**config.mk**
```make
export PLATFORM = sky130hd
export DESIGN_NAME = wshb_stream_pattern
export DESIGN_NICKNAME = d
export VERILOG_FILES = /design/src/rtl/wshb_stream_pattern.sv
export SDC_FILE = /design/constraint.sdc
export NUM_CORES = 1
export LEC_CHECK = 0
export CAP_MARGIN = 30
export CORE_MARGIN = 4
export CORE_UTILIZATION = 45
export DETAILED_ROUTE_END_ITERATION = 6
export PLACE_DENSITY = 0.74
export SYNTH_ARGS = -nofsm -noshare
export SYNTH_HDL_FRONTEND = slang
export SYNTH_SLANG_ARGS = --single-unit
```
**constraint.sdc**
```tcl
create_clock -name sys_clk -period 6.4 [get_ports sys_clk]
set_input_delay 1.92 -clock sys_clk [delete_from_list [all_inputs] [get_ports sys_clk]]
set_output_delay 1.92 -clock sys_clk [all_outputs]
set_load 0.02 [all_outputs]
```
**src/rtl/wshb_stream_pattern.sv**
```systemverilog
// rtl/wshb_stream_pattern.sv - Wishbone read slave that serves a synthetic pixel pattern.
// Optional build macro PATTERN_SCROLL_EN scrolls patterns left by one pixel per frame.
module wshb_stream_pattern #(
  parameter int HDISP    = 800,
  parameter int VDISP    = 480,
  parameter int CHK_LOG2 = 4
) (
  input  logic        sys_clk,
  input  logic        sys_rst_n,
  input  logic        cyc,
  input  logic        stb,
  input  logic        we,
  input  logic [31:0] adr,
  input  logic [3:0]  sel,
  input  logic [2:0]  cti,
  input  logic [1:0]  bte,
  input  logic [31:0] dat_ms,
  output logic        ack,
  output logic [31:0] dat_sm,
  output logic        err,
  output logic        rty,
  input  logic [1:0]  mode,
  output logic        frame_start
);

  localparam logic [15:0] XMAX = 16'(HDISP - 1);
  localparam logic [15:0] YMAX = 16'(VDISP - 1);
  localparam logic [15:0] BMAX = 16'(HDISP / 8 - 1);

  // Pattern-space x plus its colour-bar position, tracked incrementally so no divider is needed.
  typedef struct packed {
    logic [15:0] pos;
    logic [15:0] bc;
    logic [2:0]  bi;
  } bar_pos_t;

  function automatic bar_pos_t step(input bar_pos_t p);
    bar_pos_t n;
    n = p;
    if (p.pos == XMAX) begin
      n = '0;
    end else begin
      n.pos = p.pos + 16'd1;
      if (p.bc == BMAX) begin
        n.bc = '0;
        n.bi = p.bi + 3'd1;
      end else begin
        n.bc = p.bc + 16'd1;
      end
    end
    return n;
  endfunction

  logic        ack_q, ack_d, err_q, err_d, fs_q, fs_d, single_q, single_d;
  logic [31:0] dat_sm_q, dat_sm_d;
  logic [15:0] x_q, x_d, y_q, y_d;
  logic [7:0]  fcnt_q, fcnt_d;
  logic [1:0]  mode_q, mode_d, mode_eff;
  bar_pos_t    pos_q, pos_d, line_start_q, line_start_d;
  logic        req, wr, origin;
  logic [23:0] rgb;
  logic        unused_ok;

  assign req       = cyc & stb & ~we;
  assign wr        = cyc & stb & we;
  assign origin    = (x_q == 16'd0) && (y_q == 16'd0);
  assign mode_eff  = origin ? mode : mode_q;
  assign unused_ok = ^{adr, sel, bte, dat_ms};

  always_comb begin
    rgb = 24'h000000;
    case (mode_eff)
      2'd0: rgb = {{8{pos_q.bi[2]}}, {8{pos_q.bi[1]}}, {8{pos_q.bi[0]}}};
      2'd1: rgb = (pos_q.pos[CHK_LOG2] ^ y_q[CHK_LOG2]) ? 24'hFFFFFF : 24'h000000;
      2'd2: rgb = {3{pos_q.pos[7:0]}};
      default: rgb = 24'hFF0000;
    endcase
  end

  always_comb begin
    // A classic or end-of-burst ack forces a dead cycle before the next one.
    ack_d        = req & ~(ack_q & single_q);
    err_d        = wr & ~err_q;
    fs_d         = 1'b0;
    dat_sm_d     = dat_sm_q;
    single_d     = single_q;
    mode_d       = mode_q;
    x_d          = x_q;
    y_d          = y_q;
    fcnt_d       = fcnt_q;
    pos_d        = pos_q;
    line_start_d = line_start_q;
    if (ack_d) begin
      dat_sm_d = {8'h00, rgb};
      fs_d     = origin;
      single_d = (cti != 3'b010);
      mode_d   = mode_eff;
      if (x_q == XMAX) begin
        x_d = '0;
        if (y_q == YMAX) begin
          y_d    = '0;
          fcnt_d = fcnt_q + 8'd1;
`ifdef PATTERN_SCROLL_EN
          line_start_d = (fcnt_d == 8'd0) ? '0 : step(line_start_q);
`endif
        end else begin
          y_d = y_q + 16'd1;
        end
        pos_d = line_start_d;
      end else begin
        x_d   = x_q + 16'd1;
        pos_d = step(pos_q);
      end
    end
  end

  always_ff @(posedge sys_clk) begin
    if (!sys_rst_n) begin
      ack_q        <= 1'b0;
      err_q        <= 1'b0;
      fs_q         <= 1'b0;
      single_q     <= 1'b0;
      dat_sm_q     <= '0;
      mode_q       <= '0;
      x_q          <= '0;
      y_q          <= '0;
      fcnt_q       <= '0;
      pos_q        <= '0;
      line_start_q <= '0;
    end else begin
      ack_q        <= ack_d;
      err_q        <= err_d;
      fs_q         <= fs_d;
      single_q     <= single_d;
      dat_sm_q     <= dat_sm_d;
      mode_q       <= mode_d;
      x_q          <= x_d;
      y_q          <= y_d;
      fcnt_q       <= fcnt_d;
      pos_q        <= pos_d;
      line_start_q <= line_start_d;
    end
  end

  assign ack         = ack_q;
  assign err         = err_q;
  assign rty         = 1'b0;
  assign dat_sm      = dat_sm_q;
  assign frame_start = fs_q;

endmodule

```
==> flow_summary.json <==
{
  "status": "finished clean",
  "ys_warn_count": 0,
  "clock-sinks": 97,
  "hold_path_class": "register to register",
  "grt_overflow": 0,
  "critPathRequiredTime_ns": 6.61,
  "synth-compound-area-share_pct": 14.1,
  "grt_pass1_wl_um": 18000,
  "netlist_area_um2": 4740,
  "cts_max_path_buffers": 2,
  "clk_latency_ns": 0.36,
  "hold_violations": 0,
  "io_pins": 116,
  "cts_tree": "yes",
  "synth_common_cells": "97 x dfxtp_1, 69 x nor2_1, 59 x nand2_1",
  "track_usage_pct": 17.1,
  "drive_above_1_share_pct": 8.19,
  "cts_repair_resize_count": 0,
  "post-route-min-period_ns": 4.13,
  "core_area_um2": 10300,
  "maxSlewHeadroom_pct": 37.1,
  "initial_core_util_pct": 46.2,
  "syn_to_final_growth_pct": 13.1,
  "netlist_instances": 550,
  "critical_path_arrival_ns": 4.34,
  "power_density_nw_per_um2": 200,
  "synthTopCellsByArea": "dfxtp_1 41%, xor2_1 5.5%, nor2_1 5.5%",
  "syn_avg_cell_area_um2": 8.62,
  "die_y_um": 111,
  "report.final.setup_viol": 0,
  "cap_violations": 0,
  "fin_crit_sh_pct": 64.5,
  "dp_hpwl_um": 7540,
  "htree_levels": 3,
  "ant_nets": 0,
  "routedWlPerCell_um": 14.3,
  "first_iter_violations": 221,
  "numPortBuffers": 36,
  "finClkSkew_ns": 0.0108,
  "yosys-mux-area-fraction_pct": 0.844,
  "synthAdderAreaFrac_pct": 1.85,
  "routed_via_density": 5.57,
  "clockRootBuffer": "clkbuf_8",
  "grt_max_degree": 30,
  "yosys.area_share.simple_pct": 28.1,
  "p_leak_uw": 0.00185,
  "final_nets": 668,
  "cts_inserted_buffers": 9,
  "synth_area_leader_cell": "dfxtp_1",
  "ctsHoldBuffers": 0,
  "postCtsSetupBuffers": 0,
  "setup_ws_ns": 2.27,
  "drt_first_pass_iters": 5,
  "fmax_ghz": 0.242,
  "diodes": 0,
  "setup_tns_ns": 0,
  "synth.most_common_cell": "dfxtp_1",
  "gp_congestion": 0.881,
  "antenna_found_initial": 0,
  "ys.flop_type": "dfxtp_1",
  "critPathKind": "input port to register",
  "synth_xor_xnor_area_share_pct": 9.23,
  "synth_top_area_share_pct": 40.9,
  "worstMarginPinSlew_ns": 0.943,
  "crit_fanout": 15,
  "row_count": 37,
  "critPathCaptureType": "register",
  "synth_cell_type_count": 61,
  "fp.dieW_um": 111,
  "die_area_um2": 12200,
  "synth_top_family_by_area": "simple AND/OR/NAND/NOR gates",
  "finalMaxSlewViolations": 0,
  "drc": 0,
  "ys_ff_latch": 97,
  "dp_slack_ns": 1.86,
  "wirelength_um": 10300,
  "synth-edff-count": 0,
  "path_clk_slew_ns": 0.09,
  "rsz0062_at_grt": "false",
  "final_util_pct": 52.2,
  "grt_pass1_vias": 3833,
  "ys_seq_area_share_pct": 40.9,
  "max-vdd-ir-drop_v": 0.000122,
  "vias": 4022,
  "async_reset_ff_share_pct": 0,
  "start_kind": "input port"
}
## worst max-delay path, stage by stage
cell,delay [ns]
clkdlybuf4s50_1,0.41
nand3b_1,0.26
nor2_2,0.58
nand3_4,0.22
a21oi_1,0.81
nor2_1,0.13
## layout by cell type (no fill, tap or decap), drive strengths merged, types with 2 or more instances in the layout
master	Yosys	final
dfxtp	97	97
nor2	70	70
nand2	59	59
clkdlybuf4s50	0	36
a21oi	34	34
xor2	30	30
o21ai	29	29
nand3	24	24
xnor2	20	20
inv	18	20
nand4	16	16
nor3	16	16
and3	15	15
nor4	13	13
clkbuf	10	10
conb	1	9
a2111oi	8	8
o22ai	8	8
and4	8	8
o221a	8	8
ha	7	7
or3	5	5
buf	19	5
and2	4	4
mux2i	4	4
clkinvlp	0	3
a31oi	3	3
nor2b	2	2
a22oi	2	2
nor3b	2	2
or4	2	2
nand4b	2	2
## through the flow
step	area [µm²]	power (µW)	cells	hold slack, ns
detailed placement	5170	706	705	0.413
finish	5370	1070	722	0.432
CTS	5360	1080	721	0.432
global placement	5170	705	705	0.411
floorplan	4770	684	558	0.453
global route	5370	1120	722	0.460
## flip-flops by register name, summed over array words and instances, names as in the netlist
name / cells
pos_q: 35
dat_sm: 24
x_q: 16
y_q: 16
mode_q: 2
ack: 1
err: 1
frame_start: 1
single_q: 1
## cell type report
class / count / area [µm²]
Clock buffer: 10 / 138
Clock inverter: 6 / 51.3
Fill cell: 976 / 4910
Inverter: 18 / 67.6
Multi-Input combinational cell: 414 / 2600
Sequential cell: 97 / 1940
Tap cell: 136 / 170
Timing Repair Buffer: 41 / 398
## path summary, 6_finish.rpt
path / to / cells past startpoint / startpoint / slack (ns)
max: y_q[5]$_SDFFE_PN0P_ / 6 / we / 2.27
min: err$_SDFF_PN0_ / 1 / err$_SDFF_PN0_ / 0.43
max reg2reg: dat_sm[12]$_SDFFE_PN0P_ / 6 / y_q[4]$_SDFFE_PN0P_ / 3.84
min reg2reg: err$_SDFF_PN0_ / 1 / err$_SDFF_PN0_ / 0.43
## kinds of logic (layout without fill, tap and decap cells)
| family | Yosys count | in the layout |
|---|---|---|
| adders and majority gates | 7 | 7 |
| AOI/OAI and AO/OA | 100 | 100 |
| buffers and inverters | 47 | 75 |
| xor gates and xnor gates | 50 | 50 |
| other | 1 | 9 |
| muxes | 4 | 4 |
| DFF | 97 | 97 |
| and+or+nand+nor | 244 | 244 |
## power breakdown
group	internal (µW)	switching [µW]	total (µW)	leakage, µW
registers	610	4.66	615	0.000783
clock network	157	223	380	0.0000870
logic	28.3	49.5	77.8	0.000979
## routing by layer
metal / global-route usage, % / vias to the layer above / wire length, µm
li1: - / 2001 / -
met1: 22.3 / 1889 / 4760
met2: 28.3 / 112 / 4870
met3: 3.11 / 20 / 485
met4: 6.40 / 0 / 220
met5: 0 / - / 0
Power figures use the tool's default switching activity.
